## src/rtl/lv_owt_rx_ctrl.sv

```systemverilog
`default_nettype none
// ==== lv_owt_rx_ctrl : one-wire Manchester frame receiver (sync head/tail, cmd, data, CRC8, end tail) ====
// ==== rev 1.0 ====

module crc8_serial (
  input  logic       i_clk,
  input  logic       i_rst_n,
  input  logic       i_new_calc,
  input  logic       i_bit_vld,
  input  logic       i_bit,
  output logic [7:0] o_crc
);
  logic [7:0] crc_q;
  logic [7:0] w_seed;
  logic [7:0] w_next;
  logic       w_fb;

  // x^8 + x^2 + x + 1, MSB first, zero seed; i_new_calc restarts from the seed.
  always_comb begin
    w_seed = i_new_calc ? 8'h00 : crc_q;
    w_fb   = w_seed[7] ^ i_bit;
    w_next = {w_seed[6:0], 1'b0} ^ (w_fb ? 8'h07 : 8'h00);
  end

  always_ff @(posedge i_clk) begin
    if (!i_rst_n) begin
      crc_q <= 8'h00;
    end else if (i_bit_vld) begin
      crc_q <= w_next;
    end
  end

  assign o_crc = crc_q;
endmodule

module lv_owt_rx_ctrl #(
  parameter int                REG_AW           = 7,
  parameter int                OWT_DATA_BIT_NUM = 8,
  parameter int                OWT_ADCD_BIT_NUM = 10,
  parameter logic [REG_AW-1:0] REQ_ADC_ADDR     = 7'h7F,
  parameter int                HALF_BIT_CYC     = 12,
  parameter int                SYNC_MIN_BITS    = 4
) (
  input  logic                        i_clk,
  input  logic                        i_rst_n,
  input  logic                        i_hv_lv_owt_rx,
  output logic                        o_owt_rx_vld,
  output logic                        o_owt_rx_rd,
  output logic [REG_AW-1:0]           o_owt_rx_addr,
  output logic [OWT_ADCD_BIT_NUM-1:0] o_owt_rx_data,
  output logic                        o_owt_rx_crc_err,
  output logic                        o_owt_rx_frm_err
);
  localparam int CNT_W = 8;
  localparam int PH_W  = $clog2(HALF_BIT_CYC);
  localparam int TMR_W = $clog2(8 * HALF_BIT_CYC + 1);

  localparam logic [PH_W-1:0]  PH_SAMPLE = PH_W'(HALF_BIT_CYC / 2 - 1);
  localparam logic [PH_W-1:0]  PH_LAST   = PH_W'(HALF_BIT_CYC - 1);
  localparam logic [TMR_W-1:0] TMO_LAST  = TMR_W'(4 * HALF_BIT_CYC - 1);
  localparam logic [TMR_W-1:0] ERR_LAST  = TMR_W'(8 * HALF_BIT_CYC - 1);
  localparam logic [TMR_W-1:0] TMR_MAX   = '1;

  localparam logic [2:0] S_IDLE = 3'd0;
  localparam logic [2:0] S_HEAD = 3'd1;
  localparam logic [2:0] S_TAIL = 3'd2;
  localparam logic [2:0] S_CMD  = 3'd3;
  localparam logic [2:0] S_DATA = 3'd4;
  localparam logic [2:0] S_CRC  = 3'd5;
  localparam logic [2:0] S_END  = 3'd6;
  localparam logic [2:0] S_ERR  = 3'd7;

  logic                        sync1_q, rx_q, prev_q;
  logic [PH_W-1:0]             phase_q, phase_d;
  logic [TMR_W-1:0]            tmr_q, tmr_d;
  logic [2:0]                  state_q, state_d;
  logic [CNT_W-1:0]            cnt_q, cnt_d;
  logic                        half_q, half_d;
  logic                        first_q, first_d;
  logic                        adc_q, adc_d;
  logic [REG_AW:0]             cmd_q, cmd_d;
  logic [OWT_ADCD_BIT_NUM-1:0] dat_q, dat_d;
  logic [7:0]                  rcrc_q, rcrc_d;
  logic                        vld_q, vld_d;
  logic                        frm_q, frm_d;
  logic                        rd_q, rd_d;
  logic [REG_AW-1:0]           addr_q, addr_d;
  logic [OWT_ADCD_BIT_NUM-1:0] data_q, data_d;
  logic                        cerr_q, cerr_d;

  logic                        w_edge, w_rise, w_smp, w_bit_ok, w_err, w_crc_vld, w_new_calc;
  logic [REG_AW:0]             w_cmd_next;
  logic [CNT_W-1:0]            w_data_last;
  logic [7:0]                  w_crc;

  assign w_edge      = rx_q ^ prev_q;
  assign w_rise      = rx_q & ~prev_q;
  assign w_smp       = (phase_q == PH_SAMPLE);
  // A Manchester bit completes on its second half sample; the bit value is the first half.
  assign w_bit_ok    = w_smp && half_q && (first_q != rx_q);
  assign w_cmd_next  = {cmd_q[REG_AW-1:0], first_q};
  assign w_data_last = adc_q ? CNT_W'(OWT_ADCD_BIT_NUM - 1) : CNT_W'(OWT_DATA_BIT_NUM - 1);
  assign w_crc_vld   = w_bit_ok && ((state_q == S_CMD) || (state_q == S_DATA));
  assign w_new_calc  = (state_q == S_CMD) && (cnt_q == '0);

  assign phase_d = (w_edge || (phase_q == PH_LAST)) ? '0 : phase_q + PH_W'(1);

  crc8_serial u_crc (
    .i_clk      (i_clk),
    .i_rst_n    (i_rst_n),
    .i_new_calc (w_new_calc),
    .i_bit_vld  (w_crc_vld),
    .i_bit      (first_q),
    .o_crc      (w_crc)
  );

  always_comb begin
    state_d = state_q;
    cnt_d   = cnt_q;
    half_d  = half_q;
    first_d = first_q;
    adc_d   = adc_q;
    cmd_d   = cmd_q;
    dat_d   = dat_q;
    rcrc_d  = rcrc_q;
    rd_d    = rd_q;
    addr_d  = addr_q;
    data_d  = data_q;
    cerr_d  = cerr_q;
    vld_d   = 1'b0;
    frm_d   = 1'b0;
    w_err   = 1'b0;
    tmr_d   = w_edge ? '0 : ((tmr_q == TMR_MAX) ? tmr_q : tmr_q + TMR_W'(1));

    if ((state_q != S_IDLE) && (state_q != S_ERR) && !w_edge && (tmr_q == TMO_LAST))
      w_err = 1'b1;

    if (((state_q == S_CMD) || (state_q == S_DATA) || (state_q == S_CRC)) && w_smp) begin
      half_d = ~half_q;
      if (!half_q)               first_d = rx_q;
      else if (first_q == rx_q)  w_err   = 1'b1;
    end

    case (state_q)
      S_IDLE: begin
        tmr_d = '0;
        if (w_rise) begin
          state_d = S_HEAD;
          cnt_d   = '0;
          half_d  = 1'b1;
        end
      end
      // half_q set means the high half of a zero head bit is expected next.
      S_HEAD: if (w_smp) begin
        if (half_q) begin
          if (rx_q) begin
            half_d = 1'b0;
            if (cnt_q < CNT_W'(SYNC_MIN_BITS)) cnt_d = cnt_q + CNT_W'(1);
          end else begin
            w_err = 1'b1;
          end
        end else if (!rx_q) begin
          half_d = 1'b1;
        end else if (cnt_q >= CNT_W'(SYNC_MIN_BITS)) begin
          state_d = S_TAIL;
          cnt_d   = '0;
        end else begin
          w_err = 1'b1;
        end
      end
      S_TAIL: if (w_smp) begin
        if (rx_q != (cnt_q == '0)) begin
          w_err = 1'b1;
        end else if (cnt_q == CNT_W'(2)) begin
          state_d = S_CMD;
          cnt_d   = '0;
          half_d  = 1'b0;
        end else begin
          cnt_d = cnt_q + CNT_W'(1);
        end
      end
      S_CMD: if (w_bit_ok) begin
        cmd_d = w_cmd_next;
        cnt_d = cnt_q + CNT_W'(1);
        if (cnt_q == CNT_W'(REG_AW)) begin
          state_d = S_DATA;
          cnt_d   = '0;
          dat_d   = '0;
          adc_d   = (w_cmd_next[REG_AW-1:0] == REQ_ADC_ADDR);
        end
      end
      S_DATA: if (w_bit_ok) begin
        dat_d = {dat_q[OWT_ADCD_BIT_NUM-2:0], first_q};
        cnt_d = cnt_q + CNT_W'(1);
        if (cnt_q == w_data_last) begin
          state_d = S_CRC;
          cnt_d   = '0;
        end
      end
      S_CRC: if (w_bit_ok) begin
        rcrc_d = {rcrc_q[6:0], first_q};
        cnt_d  = cnt_q + CNT_W'(1);
        if (cnt_q == CNT_W'(7)) begin
          state_d = S_END;
          cnt_d   = '0;
        end
      end
      S_END: if (w_smp) begin
        if (rx_q != (cnt_q < CNT_W'(2))) begin
          w_err = 1'b1;
        end else if (cnt_q == CNT_W'(3)) begin
          vld_d   = 1'b1;
          rd_d    = cmd_q[REG_AW];
          addr_d  = cmd_q[REG_AW-1:0];
          data_d  = dat_q;
          cerr_d  = (w_crc != rcrc_q);
          state_d = S_IDLE;
          cnt_d   = '0;
        end else begin
          cnt_d = cnt_q + CNT_W'(1);
        end
      end
      S_ERR: begin
        if (rx_q) begin
          tmr_d = '0;
        end else if (tmr_q == ERR_LAST) begin
          state_d = S_IDLE;
          tmr_d   = '0;
        end else begin
          tmr_d = tmr_q + TMR_W'(1);
        end
      end
      default: state_d = S_IDLE;
    endcase

    // An abort always wins over a completing frame: no vld and no output update.
    if (w_err) begin
      state_d = S_ERR;
      frm_d   = 1'b1;
      tmr_d   = '0;
      vld_d   = 1'b0;
      rd_d    = rd_q;
      addr_d  = addr_q;
      data_d  = data_q;
      cerr_d  = cerr_q;
    end
  end

  always_ff @(posedge i_clk) begin
    if (!i_rst_n) begin
      sync1_q <= 1'b0;
      rx_q    <= 1'b0;
      prev_q  <= 1'b0;
      phase_q <= '0;
      tmr_q   <= '0;
      state_q <= S_IDLE;
      cnt_q   <= '0;
      half_q  <= 1'b0;
      first_q <= 1'b0;
      adc_q   <= 1'b0;
      cmd_q   <= '0;
      dat_q   <= '0;
      rcrc_q  <= '0;
      vld_q   <= 1'b0;
      frm_q   <= 1'b0;
      rd_q    <= 1'b1;
      addr_q  <= '0;
      data_q  <= '0;
      cerr_q  <= 1'b0;
    end else begin
      sync1_q <= i_hv_lv_owt_rx;
      rx_q    <= sync1_q;
      prev_q  <= rx_q;
      phase_q <= phase_d;
      tmr_q   <= tmr_d;
      state_q <= state_d;
      cnt_q   <= cnt_d;
      half_q  <= half_d;
      first_q <= first_d;
      adc_q   <= adc_d;
      cmd_q   <= cmd_d;
      dat_q   <= dat_d;
      rcrc_q  <= rcrc_d;
      vld_q   <= vld_d;
      frm_q   <= frm_d;
      rd_q    <= rd_d;
      addr_q  <= addr_d;
      data_q  <= data_d;
      cerr_q  <= cerr_d;
    end
  end

  assign o_owt_rx_vld     = vld_q;
  assign o_owt_rx_frm_err = frm_q;
  assign o_owt_rx_rd      = rd_q;
  assign o_owt_rx_addr    = addr_q;
  assign o_owt_rx_data    = data_q;
  assign o_owt_rx_crc_err = cerr_q;
endmodule

`default_nettype wire

```

## config.mk

```make
export PLATFORM = sky130hd
export DESIGN_NAME = lv_owt_rx_ctrl
export DESIGN_NICKNAME = d
export VERILOG_FILES = /design/src/rtl/lv_owt_rx_ctrl.sv
export SDC_FILE = /design/constraint.sdc
export NUM_CORES = 1
export LEC_CHECK = 0
export BUFFER_PORTS_ARGS = -buffer_cell sky130_fd_sc_hd__buf_2
export CAP_MARGIN = 20
export CELL_PAD_IN_SITES_DETAIL_PLACEMENT = 0
export CELL_PAD_IN_SITES_GLOBAL_PLACEMENT = 1
export CORE_AREA = 2 2 103 105
export CTS_CLUSTER_DIAMETER = 50
export CTS_CLUSTER_SIZE = 20
export DETAILED_ROUTE_END_ITERATION = 6
export DIE_AREA = 0 0 105 107
export PLACE_DENSITY = 0.72
export SLEW_MARGIN = 10
export SYNTH_ARGS = -nofsm -noshare
export SYNTH_HDL_FRONTEND = slang
export SYNTH_HIERARCHICAL = 1
export SYNTH_SLANG_ARGS = --single-unit
```

## constraint.sdc

```tcl
create_clock -name i_clk -period 3.5 [get_ports i_clk]
set_clock_uncertainty 0.2 [all_clocks]
set_input_delay 0.175 -clock i_clk [delete_from_list [all_inputs] [get_ports i_clk]]
set_output_delay 0.175 -clock i_clk [all_outputs]
set_load 0.01 [all_outputs]
```

==> impl_metrics.tcl <==
set metrics [dict create \
    status "finished clean" \
    vias 3466 \
    fmax_mhz 327.8 \
    hold_viol 0 \
    htreeDepth 3 \
    period_share 0.8716 \
    required_ns 3.52 \
    async_flop_share 0 \
    synth_top_area_frac 0.4122 \
    yosys_warnings 6 \
    ctsResizeCount 0 \
    wl_per_cell_um 13.78 \
    routed_wl_mm 8.973 \
    yosysSeqAreaShare 0.4122 \
    synth_area_leaders "dfxtp_1, nand2_1, a21oi_1" \
    final_antenna_net_count 0 \
    cts_buffers 9 \
    syn-cell-area_mm2 0.004031 \
    area_growth_pct 10.77 \
    path_delay_family "compound AO/OA/AOI/OAI gates" \
    overflow 0 \
    cp_cell_sequence "ha_1 -> nand2b_1 -> a31oi_1 -> o32ai_1 -> or2_1 -> o31ai_1 -> nor2_1" \
    via_per_inst 5.324 \
    worst_pin_slew_ns 0.9345 \
    synthMostInstantiatedCell "nand2_1" \
    layout-drive-gt1-share 0.1243 \
    drc_errors 0 \
    syn_area_per_cell_um2 8.211 \
    criticalPathCategory "reg2reg" \
    netlist_top_cells_count "nand2_1, dfxtp_1, a21oi_1, nor2_1, nand3_1" \
    finalInstanceArea_mm2 0.004466 \
    cp_num_buf_inv 0 \
    cp.arrival_ns 3.07 \
    num_antenna_cells 0 \
    port_buffers 23 \
    drv_slew 0 \
    synth_top_family_by_area "simple AND/OR/NAND/NOR gates" \
    synthMuxAreaShare 0.03973 \
    grt_max_degree 54 \
    setup_viol 0 \
    final_nets 520 \
    synth_edf_count 0 \
    cts_tree "yes" \
    place_inst 633 \
    clk_pin_slew_worst_paths_ns 0.09 \
    die_h_um 107 \
    ys_ff_latch 83 \
    synth_ff_type "dfxtp_1" \
    firstDrtPassIters 4 \
    dp_hpwl_mm 6.094 \
    core-area_mm2 0.01009 \
    min_path_type "reg2reg" \
    cts_root_buffer "clkbuf_8" \
    yosys.area_share.simple 0.2992 \
    synth.net_count 501 \
    rows 37 \
    start_util 0.3995 \
    end_kind "flop" \
    fp.dieArea_mm2 0.01124 \
    first_global_vias 3255 \
    antenna_found_initial 0 \
    critPathSlowestCell "o31ai_1" \
    insertion_delay_ns 0.37 \
    netlist_instances 491 \
    max-slew-margin-rel 0.3770 \
    drtIter0Drc 224 \
    vdd_drop_max_mv 0.1884 \
    synth.distinct_cells 60 \
    rsz0062_at_grt "no" \
    grt.total_usage 0.1678 \
    cp-start-kind "flop" \
    cp_max_fo 15 \
    finalSetupTns_ns 0 \
    io_pins 24 \
    postCtsSetupRepairBufs 0 \
    power.leakage_nw 1.546 \
    synthXorXnorAreaFrac 0.04531 \
    period_needed_ns 3.051 \
    drv_cap 0 \
    yosysTopAreaCell "dfxtp_1" \
    cts_num_sinks 83 \
    slowest_delay_ns 0.80 \
    fp.dieW_um 105 \
    synth_compound_area_frac 0.1381 \
    layout.cells.non_filler 651 \
    place_congestion 0.8010 \
    grt_pass1_wl_mm 15.51 \
    cts_buffer_depth 2 \
    placed_area_mm2 0.004263 \
    powerDensity_mw_per_mm2 379.0 \
    synth_fa_ha_area_frac 0.02173 \
]
metrics by stage:
stage / setup WS [ns] / util / hold WS [ns] / total power (W)
after floorplan: 0.9252 / - / 0.09671 / 0.001022
after global placement: 0.5713 / 0.4224 / 0.1834 / 0.001036
after detailed placement: 0.4630 / 0.4224 / 0.1877 / 0.001037
after CTS: 0.4196 / 0.4425 / 0.2340 / 0.001712
after global routing: 0.1600 / 0.4425 / 0.2668 / 0.001754
final: 0.4494 / 0.4425 / 0.2377 / 0.001692
final timing paths:
| check | slack [ns] | startpoint | cells after the start | endpoint |
|---|---|---|---|---|
| worst max register to register | 0.45 | rx_q | 7 | cnt_q[1] |
| worst max-delay path | 0.45 | rx_q | 7 | cnt_q[1] |
| worst min register to register | 0.24 | sync1_q | 1 | rx_q |
| worst min-delay path | 0.24 | sync1_q | 1 | rx_q |
registers in the layout, summed over array words and instances, names as in the netlist:
signal	cells
state_q	3
u_crc/o_crc	8
phase_q	4
first_q	1
dat_q	10
cnt_q	8
o_owt_rx_frm_err	1
cmd_q	8
rx_q	1
prev_q	1
o_owt_rx_crc_err	1
rcrc_q	8
sync1_q	1
tmr_q	7
half_q	1
o_owt_rx_data	10
o_owt_rx_rd	1
adc_q	1
o_owt_rx_vld	1
o_owt_rx_addr	7
cells by family after synthesis:
kind of cell,count (synthesis)
buffers and inverters,40
AOI/OAI and AO/OA,90
and+or+nand+nor,235
DFF,83
xor gates and xnor gates,20
adders and majority gates,7
muxes,16
routing by layer:
| layer | up-vias | global-route usage | share of wire |
|---|---|---|---|
| met2 | 57 | 0.2723 | 0.45 |
| met1 | 1642 | 0.2246 | 0.50 |
| li1 | 1754 | - | - |
| met5 | - | 0 | 0 |
| met4 | 0 | 0.05905 | 0.014 |
| met3 | 13 | 0.02979 | 0.031 |
cell usage in the layout (no fill, tap or decap), types with 6 or more instances in the layout:
| master | Yosys | final |
|---|---|---|
| or3_1 | 6 | 6 |
| mux2i_1 | 16 | 16 |
| a21oi_1 | 47 | 47 |
| o21ai_0 | 7 | 7 |
| xor2_1 | 6 | 6 |
| buf_2 | 4 | 23 |
| o22ai_1 | 7 | 7 |
| nand3b_1 | 7 | 7 |
| nor2b_1 | 6 | 6 |
| xnor2_1 | 13 | 13 |
| dfxtp_1 | 83 | 83 |
| nand3_1 | 23 | 23 |
| inv_1 | 14 | 14 |
| o31ai_1 | 6 | 6 |
| ha_1 | 7 | 7 |
| clkbuf_8 | 0 | 9 |
| nand2_1 | 86 | 86 |
| buf_4 | 1 | 8 |
| nand4_1 | 10 | 10 |
| and2_1 | 13 | 13 |
| a31oi_1 | 7 | 7 |
| and3_1 | 9 | 9 |
| nor2_1 | 36 | 36 |
cell type report:
class,instances,area (µm²)
fillers,1054,5627
multi-input cells,368,2200
flip-flops and latches,83,1662
repair buffers,33,195.2
well taps,136,170.2
clock buffers,9,123.9
clock inverters,7,58.81
inverters,15,56.30
power by group:
| part | internal [W] | switching (W) | leakage, nW |
|---|---|---|---|
| Sequential | 0.000950 | 0.0000107 | 0.670 |
| Combinational | 0.0000188 | 0.0000374 | 0.784 |
| Clock | 0.000271 | 0.000405 | 0.0925 |
| Total | 0.00124 | 0.000453 | 1.55 |
what timing repair did:
| action | 4_1_cts | 5_1_grt |
|---|---|---|
| hold buffers | 2 | 0 |
| endpoints found under the setup margin | 0 | 0 |
| hold endpoints to repair | 2 | 0 |
No activity file was read; power rests on OpenSTA's default activity.
